===== src/rtl/div_hilo_unit.sv =====
// Multi-cycle restoring radix-2 divider producing the MIPS HI (remainder) / LO (quotient) pair.
// Signed divides run on magnitudes, and the result signs are fixed up on entry to DONE.
module div_hilo_unit #(
  parameter int WIDTH = 32,
  parameter int CNT_W = 6
) (
  input  logic             clk,
  input  logic             rst_n,
  input  logic             start,
  input  logic             signed_div,
  input  logic             annul,
  input  logic [WIDTH-1:0] dividend,
  input  logic [WIDTH-1:0] divisor,
  output logic             busy,
  output logic             wediv,
  output logic [WIDTH-1:0] hi_out,
  output logic [WIDTH-1:0] lo_out
);

  typedef enum logic [1:0] {
    S_IDLE = 2'd0,
    S_CALC = 2'd1,
    S_DONE = 2'd2
  } state_e;

  state_e             state_q, state_d;
  logic [CNT_W-1:0]   cnt_q, cnt_d;
  logic [WIDTH-1:0]   rem_q, rem_d;
  logic [WIDTH-1:0]   quo_q, quo_d;
  logic [WIDTH-1:0]   dvs_q, dvs_d;
  logic               qsign_q, qsign_d;
  logic               rsign_q, rsign_d;
  logic [WIDTH-1:0]   hi_q, hi_d;
  logic [WIDTH-1:0]   lo_q, lo_d;

  logic               accept;
  logic               dvd_neg, dvs_neg;
  logic [WIDTH-1:0]   dvd_mag, dvs_mag;
  logic [WIDTH:0]     trial;
  logic [WIDTH-1:0]   rem_nxt, quo_nxt;

  assign accept  = (state_q == S_IDLE) && start && !annul;
  assign dvd_neg = signed_div && dividend[WIDTH-1];
  assign dvs_neg = signed_div && divisor[WIDTH-1];
  assign dvd_mag = dvd_neg ? -dividend : dividend;
  assign dvs_mag = dvs_neg ? -divisor : divisor;

  // The shifted remainder needs WIDTH+1 bits; bit WIDTH of the difference is the borrow.
  assign trial   = {rem_q, quo_q[WIDTH-1]} - {1'b0, dvs_q};
  assign rem_nxt = trial[WIDTH] ? {rem_q[WIDTH-2:0], quo_q[WIDTH-1]} : trial[WIDTH-1:0];
  assign quo_nxt = {quo_q[WIDTH-2:0], ~trial[WIDTH]};

  always_comb begin
    state_d = state_q;
    cnt_d   = cnt_q;
    rem_d   = rem_q;
    quo_d   = quo_q;
    dvs_d   = dvs_q;
    qsign_d = qsign_q;
    rsign_d = rsign_q;
    hi_d    = hi_q;
    lo_d    = lo_q;
    case (state_q)
      S_IDLE: begin
        if (accept) begin
          rem_d   = '0;
          quo_d   = dvd_mag;
          dvs_d   = dvs_mag;
          qsign_d = dvd_neg ^ dvs_neg;
          rsign_d = dvd_neg;
          cnt_d   = '0;
          if (divisor == '0) begin
            // Divide by zero is a defined result, not a trap.
            state_d = S_DONE;
            hi_d    = dividend;
            lo_d    = '1;
          end else begin
            state_d = S_CALC;
          end
        end
      end
      S_CALC: begin
        if (annul) begin
          state_d = S_IDLE;
        end else begin
          rem_d = rem_nxt;
          quo_d = quo_nxt;
          cnt_d = cnt_q + 1'b1;
          if (cnt_q == CNT_W'(WIDTH - 1)) begin
            state_d = S_DONE;
            lo_d    = qsign_q ? -quo_nxt : quo_nxt;
            hi_d    = rsign_q ? -rem_nxt : rem_nxt;
          end
        end
      end
      S_DONE:  state_d = S_IDLE;
      default: state_d = S_IDLE;
    endcase
  end

  always_ff @(posedge clk or negedge rst_n) begin
    if (!rst_n) begin
      state_q <= S_IDLE;
      cnt_q   <= '0;
      rem_q   <= '0;
      quo_q   <= '0;
      dvs_q   <= '0;
      qsign_q <= 1'b0;
      rsign_q <= 1'b0;
      hi_q    <= '0;
      lo_q    <= '0;
    end else begin
      state_q <= state_d;
      cnt_q   <= cnt_d;
      rem_q   <= rem_d;
      quo_q   <= quo_d;
      dvs_q   <= dvs_d;
      qsign_q <= qsign_d;
      rsign_q <= rsign_d;
      hi_q    <= hi_d;
      lo_q    <= lo_d;
    end
  end

  // Combinational so the stall reaches the pipeline in the issue cycle.
  assign busy   = rst_n && (accept || (state_q == S_CALC));
  assign wediv  = (state_q == S_DONE);
  assign hi_out = hi_q;
  assign lo_out = lo_q;

endmodule


===== config.mk =====
export PLATFORM = sky130hd
export DESIGN_NAME = div_hilo_unit
export DESIGN_NICKNAME = d
export VERILOG_FILES = /design/src/rtl/div_hilo_unit.sv
export SDC_FILE = /design/constraint.sdc
export NUM_CORES = 1
export LEC_CHECK = 0
export ABC_AREA = 1
export CAP_MARGIN = 20
export CORE_ASPECT_RATIO = 1.4
export CORE_MARGIN = 2
export CORE_UTILIZATION = 30
export DETAILED_ROUTE_END_ITERATION = 6
export GPL_ROUTABILITY_DRIVEN = 0
export GPL_TIMING_DRIVEN = 0
export SLEW_MARGIN = 20
export SYNTH_ARGS = -nofsm -noshare
export SYNTH_HDL_FRONTEND = slang
export SYNTH_SLANG_ARGS = --single-unit

===== constraint.sdc =====
create_clock -name clk -period 5.4 [get_ports clk]
set_input_delay 0.54 -clock clk [delete_from_list [all_inputs] [get_ports clk]]
set_output_delay 0.54 -clock clk [all_outputs]
set_load 0.05 [all_outputs]

; ---- After elaboration in Yosys (flattened, before gate mapping)
; Index checks and enable logic that the tools add are counted.
[word_totals]
mem_bits_ro = 0
latchBits = 0
output_inout_bits = 66
inputBits = 69
mem_bits_rw = 0
memories = 0
regBits = 170
[op_classes]
magnitude_cmp = 0
n_addsub = 6
n_mul = 0
bitwise_logic = 2
mux = 29
div = 0
n_reduce_logical = 14
eq_ne = 8
n_shift = 0
[ops]
columns = op, n
row1 = 32-bit two-way mux, 17
row2 = 32-bit case mux with 2 select lines, 4
row3 = 32-bit negation, 4
row4 = 33-bit by 32-bit subtractor with 33-bit output, 1
row5 = 32-bit zero test, 1
row6 = 6-bit two-way mux, 2
row7 = 6-bit case mux with 2 select lines, 1
row8 = 2-bit two-way mux, 4
row9 = "6-bit by 1-bit adder with 6-bit output, second input constant", 1
row10 = "6-bit by 5-bit equality test with 1-bit output, second input constant", 1
row11 = "2-bit != test, second input constant", 3
row12 = 1-bit logical AND, 5
row13 = 5-bit AND reduction, 1
row14 = 2-bit case mux with 2 select lines, 1
row15 = 2-bit AND reduction, 2
row16 = "3-bit != test, second input constant", 1
row17 = 3-bit AND reduction, 1
row18 = "2-bit by 1-bit equality test with 1-bit output, second input constant", 1
row19 = "2-bit equality test, second input constant", 1
row20 = 2-bit zero test, 1
row21 = "2-bit by 1-bit != test with 1-bit output, second input constant", 1
row22 = 2-bit nonzero test, 1
row23 = 1-bit zero test, 1
row24 = 1-bit logical OR, 1
row25 = other kinds (2), 2

; ---- Longest topological paths before layout
; Gate-level depths: netlist of the first run.
[logic_depth]
word_depth = 7
depth_mapped = 29
depth_no_buf = 27

; ---- Worst setup path before layout of the first run
; No wires, ideal clock.
[synth_timing]
path_type = reg2reg
from = register quo_q[31]
to = register lo_q[30] (netlist: lo_out[30])
path_buffers = 2
synth_period_minus_slack_ns = 3.847
arrival_time_ns = 3.715
path_stages_with_launch = 26
slack_ns = 1.553
required_ns = 5.268
setup_ns = 0.132
cell_sequence = dfrtp_1 > inv_1 > ha_1 > inv_1 > fa_1 > nand2_1 > nand2_1 > nand3_1 > nand2_2 > nand2_2 > nand2_4 > nand2_4 > nand3_4 > nand2_4 > buf_12 > buf_6 > ha_1 > nand2_1 > nor4_1 > nand3_1 > nand2_1 > o21ai_0 > o21bai_1 > a21oi_1 > xor2_1 > a21oi_1
[synth_via]
elab_chain_cells = 7
[synth_rtl]
columns = element, line_no
row1 = from (decl), 29  ; logic [WIDTH-1:0] quo_q, quo_d;
row2 = from (signal assigned), 116  ; quo_q <= quo_d;
row3 = 33-bit by 32-bit subtractor with 33-bit output, 49  ; assign trial = {rem_q, quo_q[WIDTH-1]} - {1'b0, dvs_q};
row4 = 1-bit inverter, 51  ; assign quo_nxt = {quo_q[WIDTH-2:0], ~trial[WIDTH]};
row5 = 32-bit negation, 91  ; lo_d = qsign_q ? -quo_nxt : quo_nxt;
row6 = 32-bit two-way mux, 91
row7 = 32-bit two-way mux, 89  ; if (cnt_q == CNT_W'(WIDTH - 1)) begin
row8 = 32-bit two-way mux, 83  ; if (annul) begin
row9 = 32-bit case mux with 2 select lines, 63  ; case (state_q)
row10 = to (signal assigned), 121  ; lo_q <= lo_d;
row11 = to (decl), 34  ; logic [WIDTH-1:0] lo_q, lo_d;
; Every way passes these cells. The select of a mux whose other input is x is not followed.
; A chain may end at the register's enable or synchronous reset.

; ---- Final worst setup path of the first run
; Ends and elaborated chain as after synthesis.

==> results by group, run 1 <==
Run status
  • Run status: finished with violations
  • Failing checks: design-rule violations

Setup path
  • Startpoint Class: register
  • R2r setup slk: 530 ps
  • Worst Setup End Kind: register
  • Cell family with most CP delay: simple AND/OR/NAND/NOR gates
  • Crit path top cell by count: nand2_1
  • Req. time, crit path: 5710 ps
  • CP max stage delay: 510 ps
  • Critical path peak fanout: 10
  • Reg-to-reg startpoint: quo_q[31]
  • Critical Path AT: 5180 ps
  • Cell depth of the worst flop-to-flop path: 25
  • RR Endpoint: lo_out[30]
  • CP max-delay cell: nor4_2
  • Critical path buffer and inverter count: 4
  • CP Class: register to register

Clocking
  • Root Buffer: clkbuf_16
  • CTS tree: yes
  • Clk sinks: 170
  • H-tree Lvls: 4
  • Clock transition at the registers of the reported paths: 70 ps
  • Hold Buf Count CTS: 0
  • Worst skew pair latency: 460 ps
  • Post_cts resized: 0
  • Clock Tree Buf Depth: 2
  • Post-CTS setup buffer count: 0
  • TritonCTS buffer count: 17

Synth
  • Top cells by area, synth: dfrtp_1 (32%), nand2_1 (18%), inv_1 (8.3%), nor2_1 (5.8%), nand3_1 (4.7%)
  • Post-synth EDFFs: 0
  • Predominant post-synthesis flop cell: dfrtp_1
  • Syn_area_per_cell: 6.392 um2
  • Share of synthesized registers carrying an async set or reset: 100.0%
  • Count leader, synth: nand2_1
  • Synth warn: 0
  • Post-synth cell types: 58
  • Post-synthesis cell area: 0.01349 mm2
  • Syn Nets: 2,217
  • Most instantiated cells after synthesis: nand2_1 (650), inv_1 (300), nor2_1 (208)
  • Cells after Synth: 2,110
  • Synth top area share: 31.54%
  • Yosys reg bits: 170
  • Register area share after synthesis: 31.54%
  • Area leader, netlist: dfrtp_1

Route
  • Routed Antenna Nets: 0
  • Wirelength per Cell: 17.52 um
  • DR pass1 iterations: 7
  • Starting DRC count in detailed routing: 1,175
  • Routed WL: 49.68 mm
  • DR vias: 14,470
  • Vias per cell: 5.105
  • DR DRC count: 17

Timing
  • Crit share post-route: 90.11%
  • Worst slew margin: 25.96%
  • Setup Skew: 12.18 ps
  • Min Clock Period, post-route: 4866 ps
  • Slew Limit Fails: 0
  • Maximum clock rate: 205.5 MHz
  • Final Hold Viols: 0
  • Worst-Margin Slew: 1099 ps
  • RSZ-0062 raised after global routing: no
  • Final setup fails: 0

Placement
  • Count of input and output buffers: 134
  • Placed insts: 2,803
  • DP HPWL: 40.26 mm

Final layout
  • Antenna diode count: 0
  • Share of cells above drive strength 1: 5.138%
  • Area delta synth->final: 19.51%
  • Filler cells: 4,758
  • Layout Cells excl Fill: 2,835
  • Final nets: 2,371

Floorplan
  • FP Rows: 91
  • Die Y: 254.9 um
  • Die W: 183.2 um
  • IO Pins: 135
  • Initial Util: 30.53%
  • Die ar.: 0.04669 mm2
  • Core Area: 0.04418 mm2

Global routing
  • Gr usage total: 21.47%
  • Largest net degree at the start of global routing: 89
  • Total gr overflow: 0
  • Vias in the first global route: 14,110
  • First-pass GRT wire length: 76.65 mm
  • Initial antenna violation count: 0

Job
  • Max-cap check violation count: 0

Worst hold path
  • Worst hold path class: input port to asynchronous set/reset pin
-- logic make-up (layout without fill, tap and decap cells) --
kind of cell | count (synthesis) | count (layout) | synth area share, %
mux | 1 | 1 | 0.07422
compound gates | 332 | 332 | 14.23
buf+inv | 382 | 549 | 11.34
xor+xnor | 62 | 62 | 4.026
fa+ha+maj | 38 | 38 | 3.581
flops | 170 | 170 | 31.54
simple gates | 1125 | 1125 | 35.21
-- final cells by class --
cell class / count / area (um2) / area share [%]
Buffer: 74 / 372.9 / 2.313
Tap cell: 558 / 698.2 / 4.332
Inverter: 308 / 1156 / 7.173
Sequential cell: 170 / 4254 / 26.39
Timing Repair Buffer: 135 / 1374 / 8.524
Clock inverter: 13 / 110.1 / 0.6831
Clock buffer: 19 / 442.9 / 2.748
Multi-Input combinational cell: 1558 / 7710 / 47.83
-- per-stage QoR --
stage / setup TNS (ps) / hold WS (ps) / worst slack [ps] / area (um2) / util [%]
after floorplan: 0 / 244.4 / 1553 / 13490 / -
after global routing: 0 / 118.1 / 222.9 / 16120 / 36.48
after CTS: 0 / 79.55 / 296.6 / 16110 / 36.47
after detailed placement: 0 / 466.6 / 327.7 / 15560 / 35.22
after global placement: -603710 / 463.6 / -3548 / 15530 / 35.14
final: 0 / 52.69 / 534.0 / 16120 / 36.48
-- routing by layer --
layer	track usage, %	wire length (um)	vias up
met4	14.58	3335	0
met2	38.43	24340	595
met3	2.746	2750	166
met1	23.72	19250	6639
li1	-	-	7072
met5	0	0	-
-- how the worst max path moves through the flow --
| stage | startpoint | endpoint | slack (ps) | cells past startpoint |
|---|---|---|---|---|
| detailed placement | quo_q[31] | lo_out[30] | 330 | 25 |
| finish | quo_q[31] | lo_out[30] | 530 | 25 |
| global placement | rst_n | dvs_q[28] | -3550 | 1 |
| global route | quo_q[31] | lo_out[30] | 220 | 25 |
| CTS | quo_q[31] | lo_out[30] | 300 | 25 |
| floorplan | quo_q[31] | lo_out[30] | 1550 | 25 |
-- sequential cells by signal (all words and copies together), names as in the netlist --
signal   cells
hi_out      32
cnt_q        6
rem_q       32
qsign_q      1
quo_q       32
lo_out      32
state_q      2
rsign_q      1
dvs_q       32
-- placed cells by master, fill, tap and decap left out, types with 8 or more instances in the layout --
cell             synthesis  routed
nand3_1                127     127
a31oi_1                 23      23
buf_2                   10      10
clkdlybuf4s50_1          0     133
xnor2_1                 24      24
a21oi_1                 87      87
clkbuf_1                50      51
nand2_2                 28      28
xor2_1                  38      38
inv_1                  300     300
nand2_1                650     650
o21ai_1                 15      15
o22ai_1                 36      36
o21ai_0                117     117
nand4_1                 17      17
nor3_1                  44      44
clkbuf_16                0      17
o211ai_1                 8       8
dfrtp_1                170     170
nor2_1                 208     208
ha_1                    37      37
Power of run 1 is left out: the tool's default activity adds up to more than one toggle a clock period on the data nets, which glitch-free logic cannot reach.
==> run 2, diff against run 1 <==
CTS_BUF_LIST = sky130_fd_sc_hd__clkbuf_16   (was not set)
GPL_TIMING_DRIVEN = not set   (was 0)
clock period = 4.7 ns   (was 5.4 ns; I/O delays follow)
==> run 2 against run 1 <==
Compared with the run above: the flow now finishes without violations; cell area down 0.77%; register-to-register slack better by 230 ps; clock skew fell by 2.3 ps; core utilization down 0.28 points; first-iteration DRC count fell by 17%; critical path depth down 1; via count is 4.6% lower; final cell count is 1.8% lower; maximum frequency grew 24%; critical path type unchanged.
==> results by group, run 2 (synthesis results as in run 1) <==
Run status
  • Run status: completed

Placement
  • Count of input and output buffers: 134
  • DP HPWL: 34.21 mm

Floorplan
  • IO Pins: 135
  • Die ar.: 0.04669 mm2
  • Initial Util: 30.53%
  • Die Y: 254.9 um
  • FP Rows: 91
  • Die W: 183.2 um
  • Core Area: 0.04418 mm2

Setup path
  • Crit path top cell by count: nand2_1
  • Cell depth of the worst flop-to-flop path: 24
  • Reg-to-reg startpoint: quo_q[31]
  • Crit. Startpoint: quo_q[31]
  • CP max-delay cell: fa_1
  • Critical path peak fanout: 8
  • Startpoint Class: register
  • CP Class: register to register
  • Worst Setup End Kind: register
  • Req. time, crit path: 5040 ps
  • RR Endpoint: lo_out[30]
  • R2r setup slk: 770 ps
  • CP max stage delay: 390 ps
  • Crit-path cells: inv_1 -> ha_1 -> inv_1 -> fa_1 -> nand2_1 -> nand2_1 -> nand3_1 -> nand2_2 -> nand2_2 -> nand2_4 -> nand2_4 -> nand3_4 -> nand2_4 -> ha_1 -> nand2_1 -> nor4_1 -> buf_4 -> nand3_1 -> nand2_1 -> o21ai_0 -> o21bai_1 -> a21oi_1 -> xor2_1 -> a21oi_1
  • Critical Path AT: 4270 ps

Timing
  • Setup Skew: 9.894 ps
  • Worst slew margin: 38.02%
  • Worst-Margin Slew: 920.0 ps
  • Crit share post-route: 83.70%
  • Setup_tns: 0 ps
  • Slew Limit Fails: 0
  • Final Hold Viols: 0
  • Maximum clock rate: 254.2 MHz
  • Final setup fails: 0
  • RSZ-0062 raised after global routing: no
  • Min Clock Period, post-route: 3934 ps

Clocking
  • TritonCTS buffer count: 17
  • Worst skew pair latency: 460 ps
  • Clock Tree Buf Depth: 2
  • Clock transition at the registers of the reported paths: 70 ps
  • Post_cts resized: 0
  • H-tree Lvls: 4
  • CTS tree: yes
  • Clk sinks: 170
  • Root Buffer: clkbuf_16

Global routing
  • Initial antenna violation count: 0
  • Total gr overflow: 0
  • Largest net degree at the start of global routing: 83
  • Vias in the first global route: 13,610
  • First-pass GRT wire length: 70.70 mm
  • Gr usage total: 19.08%

Final layout
  • Antenna diode count: 0
  • Most frequent cells in the layout: nand2_1 (650), inv_1 (298), nor2_1 (205), dfrtp_1 (170), clkdlybuf4s50_1 (133)
  • Final nets: 2,321
  • Area delta synth->final: 18.59%
  • Share of cells above drive strength 1: 5.613%
  • Filler cells: 4,778
  • Most common cell after layout, fill and taps aside: nand2_1

Route
  • Routed Antenna Nets: 0
  • Vias per cell: 4.960
  • DR vias: 13,810
  • DR DRC count: 0
  • Routed WL: 43.65 mm
  • DR pass1 iterations: 7
  • Starting DRC count in detailed routing: 972
  • Wirelength per Cell: 15.67 um

Worst hold path
  • HP Start: hi_out[28]
  • Hold Crit Depth: 2
  • Hold EP: hi_out[28]
  • Worst hold path class: register to register

Job
  • Max-cap check violation count: 0
-- run 2: worst max-delay path by stage --
stage	end	slack, ps	cells past startpoint
after floorplan	lo_out[30]	850	25
after detailed placement	lo_out[3]	750	17
after global placement	lo_out[3]	780	17
final	lo_out[30]	770	24
after global routing	lo_out[30]	310	24
after CTS	lo_out[30]	760	24
-- run 2: worst max-delay path, delay by kind of cell, from the launching register on --
| family | cells | cell delay, ps |
|---|---|---|
| AO/OA/AOI/OAI | 4 | 610 |
| adder cells (fa/ha/maj) | 3 | 740 |
| buffers and inverters | 3 | 330 |
| XOR/XNOR | 1 | 180 |
| AND/OR/NAND/NOR | 13 | 1600 |
| flip-flops | 1 | 360 |
-- run 2: per-stage QoR --
step | instances | utilization, % | area [um2] | setup WS, ps | hold WS [ps]
floorplan | 2110 | - | 13490 | 852.8 | 174.4
global placement | 2752 | 34.82 | 15380 | 775.1 | 453.4
detailed placement | 2752 | 34.82 | 15380 | 746.3 | 451.6
CTS | 2785 | 36.20 | 15990 | 756.1 | 488.3
global route | 2785 | 36.20 | 15990 | 305.0 | 502.5
finish | 2785 | 36.20 | 15990 | 766.2 | 481.6
-- run 2: layout make-up --
| class | instances | area (um2) | share of cell area (%) |
|---|---|---|---|
| sequential | 170 | 4254 | 26.60 |
| multi-input combinational | 1558 | 7726 | 48.31 |
| inverter | 308 | 1156 | 7.228 |
| clock inverter | 15 | 176.4 | 1.103 |
| clock buffer | 17 | 425.4 | 2.660 |
| tap | 558 | 698.2 | 4.365 |
| timing repair buffer | 159 | 1558 | 9.739 |
-- run 2: per-layer routing --
layer  wire length, um  track usage (%)  vias up
met3              1765            2.504       93
met4              1733            8.846        0
li1                  -                -     6968
met1             18570            22.74     6352
met2             21580            34.04      400
met5                 0                0        -
-- run 2: repair_timing --
action / 4_1_cts / 5_1_grt
hold buffers: 1 / 0
setup buffers: 0 / 0
endpoints found under the hold margin: 48 / 0
Power of run 2 is left out for the same reason.
==> run 3, diff against run 2 <==
clock period = 3.3 ns   (was 4.7 ns; I/O delays follow)
==> run 3 against run 2 <==
Compared with the run above: critical path depth fell by 5; first-iteration DRC count rose by 1.2%; sequential share of layout area fell by 3.6 points; wire length rose by 7.3%; sequential cell count did not move; clock skew rose by 2.3 ps; register-to-register slack got worse by 730 ps; worst setup slack got worse by 730 ps; non-clock buffer count rose by 228; cell area rose by 16%; via count rose by 5.9%; global-route usage rose by 0.73 points; critical path type unchanged.
==> results by group, run 3 (synthesis results as in run 1) <==
Final layout
  • Antenna diode count: 0
  • Share of cells above drive strength 1: 20.37%
  • Filler cells: 4,588
  • Final nets: 2,549
  • Most common cell after layout, fill and taps aside: nand2_1
  • Area delta synth->final: 37.44%
  • Most frequent cells in the layout: nand2_1 (593), inv_1 (284), buf_4 (237), nor2_1 (177), dfrtp_1 (167)
  • Layout Cells excl Fill: 3,013

Route
  • Routed WL: 46.85 mm
  • WL met2: 23.63 mm
  • Starting DRC count in detailed routing: 984
  • DR DRC count: 0
  • Vias per cell: 4.857
  • Routed Antenna Nets: 0
  • Met3 WL: 1.786 mm
  • Wirelength per Cell: 15.55 um
  • DR pass1 iterations: 5
  • WL met1: 19.84 mm
  • Highest routed metal layer: met4
  • DR vias: 14,630

Clocking
  • Root Buffer: clkbuf_16
  • Worst skew pair latency: 460 ps
  • TritonCTS buffer count: 17
  • CTS tree: yes
  • Clock Tree Buf Depth: 2
  • Clock transition at the registers of the reported paths: 70 ps
  • Clk sinks: 170
  • H-tree Lvls: 4

Timing
  • Setup Skew: 12.23 ps
  • Slew Limit Fails: 0
  • Maximum clock rate: 306.2 MHz
  • Min Clock Period, post-route: 3265 ps
  • Final Hold Viols: 0
  • Worst setup slack after layout: 34.66 ps
  • Setup_tns: 0 ps
  • Worst slew margin: 38.35%
  • Worst-Margin Slew: 924.7 ps
  • RSZ-0062 raised after global routing: yes
  • Crit share post-route: 98.95%
  • Final setup fails: 0

Global routing
  • Gr usage total: 19.81%
  • Largest net degree at the start of global routing: 107
  • Total gr overflow: 0
  • Vias in the first global route: 14,280
  • Initial antenna violation count: 1
  • First-pass GRT wire length: 73.17 mm

Setup path
  • R2r setup slk: 30 ps
  • Crit path top cell by count: nand2_4
  • Worst Setup End Kind: register
  • Req. time, crit path: 3640 ps
  • CP max stage delay: 420 ps
  • CP max-delay cell: dfrtp_1
  • Cell depth of the worst flop-to-flop path: 19
  • Critical path peak fanout: 4
  • Reg-to-reg startpoint: rem_q[19]
  • RR Endpoint: lo_out[30]
  • Startpoint Class: register
  • Critical path buffer and inverter count: 0
  • Cell family with most CP delay: simple AND/OR/NAND/NOR gates
  • Critical Path AT: 3610 ps
  • CP Class: register to register
  • Crit-path cells: ha_1 -> nand2_1 -> nor2_2 -> nand2_2 -> nor2_4 -> nand2_4 -> nand2_4 -> nand2_4 -> nand2_8 -> ha_4 -> nand2_4 -> nor4_4 -> nand3_2 -> nand2_2 -> o21ai_2 -> o21bai_4 -> a21oi_2 -> xor2_1 -> a21oi_1

Floorplan
  • Core Area: 0.04418 mm2
  • Die ar.: 0.04669 mm2
  • Die W: 183.2 um
  • Initial Util: 30.53%
  • FP Rows: 91
  • Die Y: 254.9 um
  • IO Pins: 135

Job
  • Max-cap check violation count: 0

Placement
  • DP HPWL: 36.57 mm
  • Count of input and output buffers: 134
  • Post-place setup slack: -439.6 ps
  • Placed insts: 2,962

Run status
  • Run status: completed

Worst hold path
  • Worst hold path class: input port to asynchronous set/reset pin
## run 3: cell count changes in the layout (fill, tap and decap cells not counted), moves of 7 or more
cell	change
nor2_2	+21
nor2_1	-28
buf_4	+215
ha_4	+20
ha_1	-20
nor2_4	+7
inv_6	+7
nand2_2	+50
o21ai_0	-7
inv_2	+14
inv_1	-14
nand2_1	-57
## run 3: worst max-delay path by stage
stage | start | endpoint | slack, ps | cells past startpoint
final | rem_q[19] | lo_out[30] | 30 | 19
after CTS | rem_q[16] | hi_out[6] | -3 | 24
after floorplan | quo_q[31] | lo_out[30] | -30 | 25
after global routing | rem_q[16] | lo_out[30] | -140 | 21
after global placement | divisor[0] | lo_out[21] | -430 | 19
after detailed placement | divisor[0] | lo_out[21] | -440 | 19
## run 3: layer usage
metal	vias to the layer above	global-route usage [%]
met2	396	36.09
li1	7414	-
met5	-	0
met4	0	7.931
met3	92	2.647
met1	6731	23.44
## run 3: through the flow
step / hold slack [ps] / instance area, um2 / util, %
after global routing: 278.5 / 18540 / 41.96
after detailed placement: 189.8 / 17100 / 38.71
after CTS: 274.8 / 17820 / 40.34
after floorplan: 34.41 / 13560 / -
final: 279.6 / 18540 / 41.96
after global placement: 187.7 / 17100 / 38.71
## run 3: cell type report
class                           instances  area [um2]  share of cell area, %
Sequential cell                       170        4258                  22.97
Clock inverter                         15       161.4                 0.8707
Tap cell                              558       698.2                  3.766
Timing Repair Buffer                  387        3390                  18.29
Multi-Input combinational cell       1558        8446                  45.56
Clock buffer                           17       425.4                  2.295
Inverter                              308        1159                  6.250
## run 3: timing repair
action | 4_1_cts | 5_1_grt
cloned | 0 | 1
resized for setup | 15 | 158
buffers inserted | 3 | 14
pin swaps | 4 | 53
hold buffers | 1 | 0
endpoints found under the setup margin | 26 | 63
hold endpoints to repair | 11 | 0
Power of run 3 is left out for the same reason.
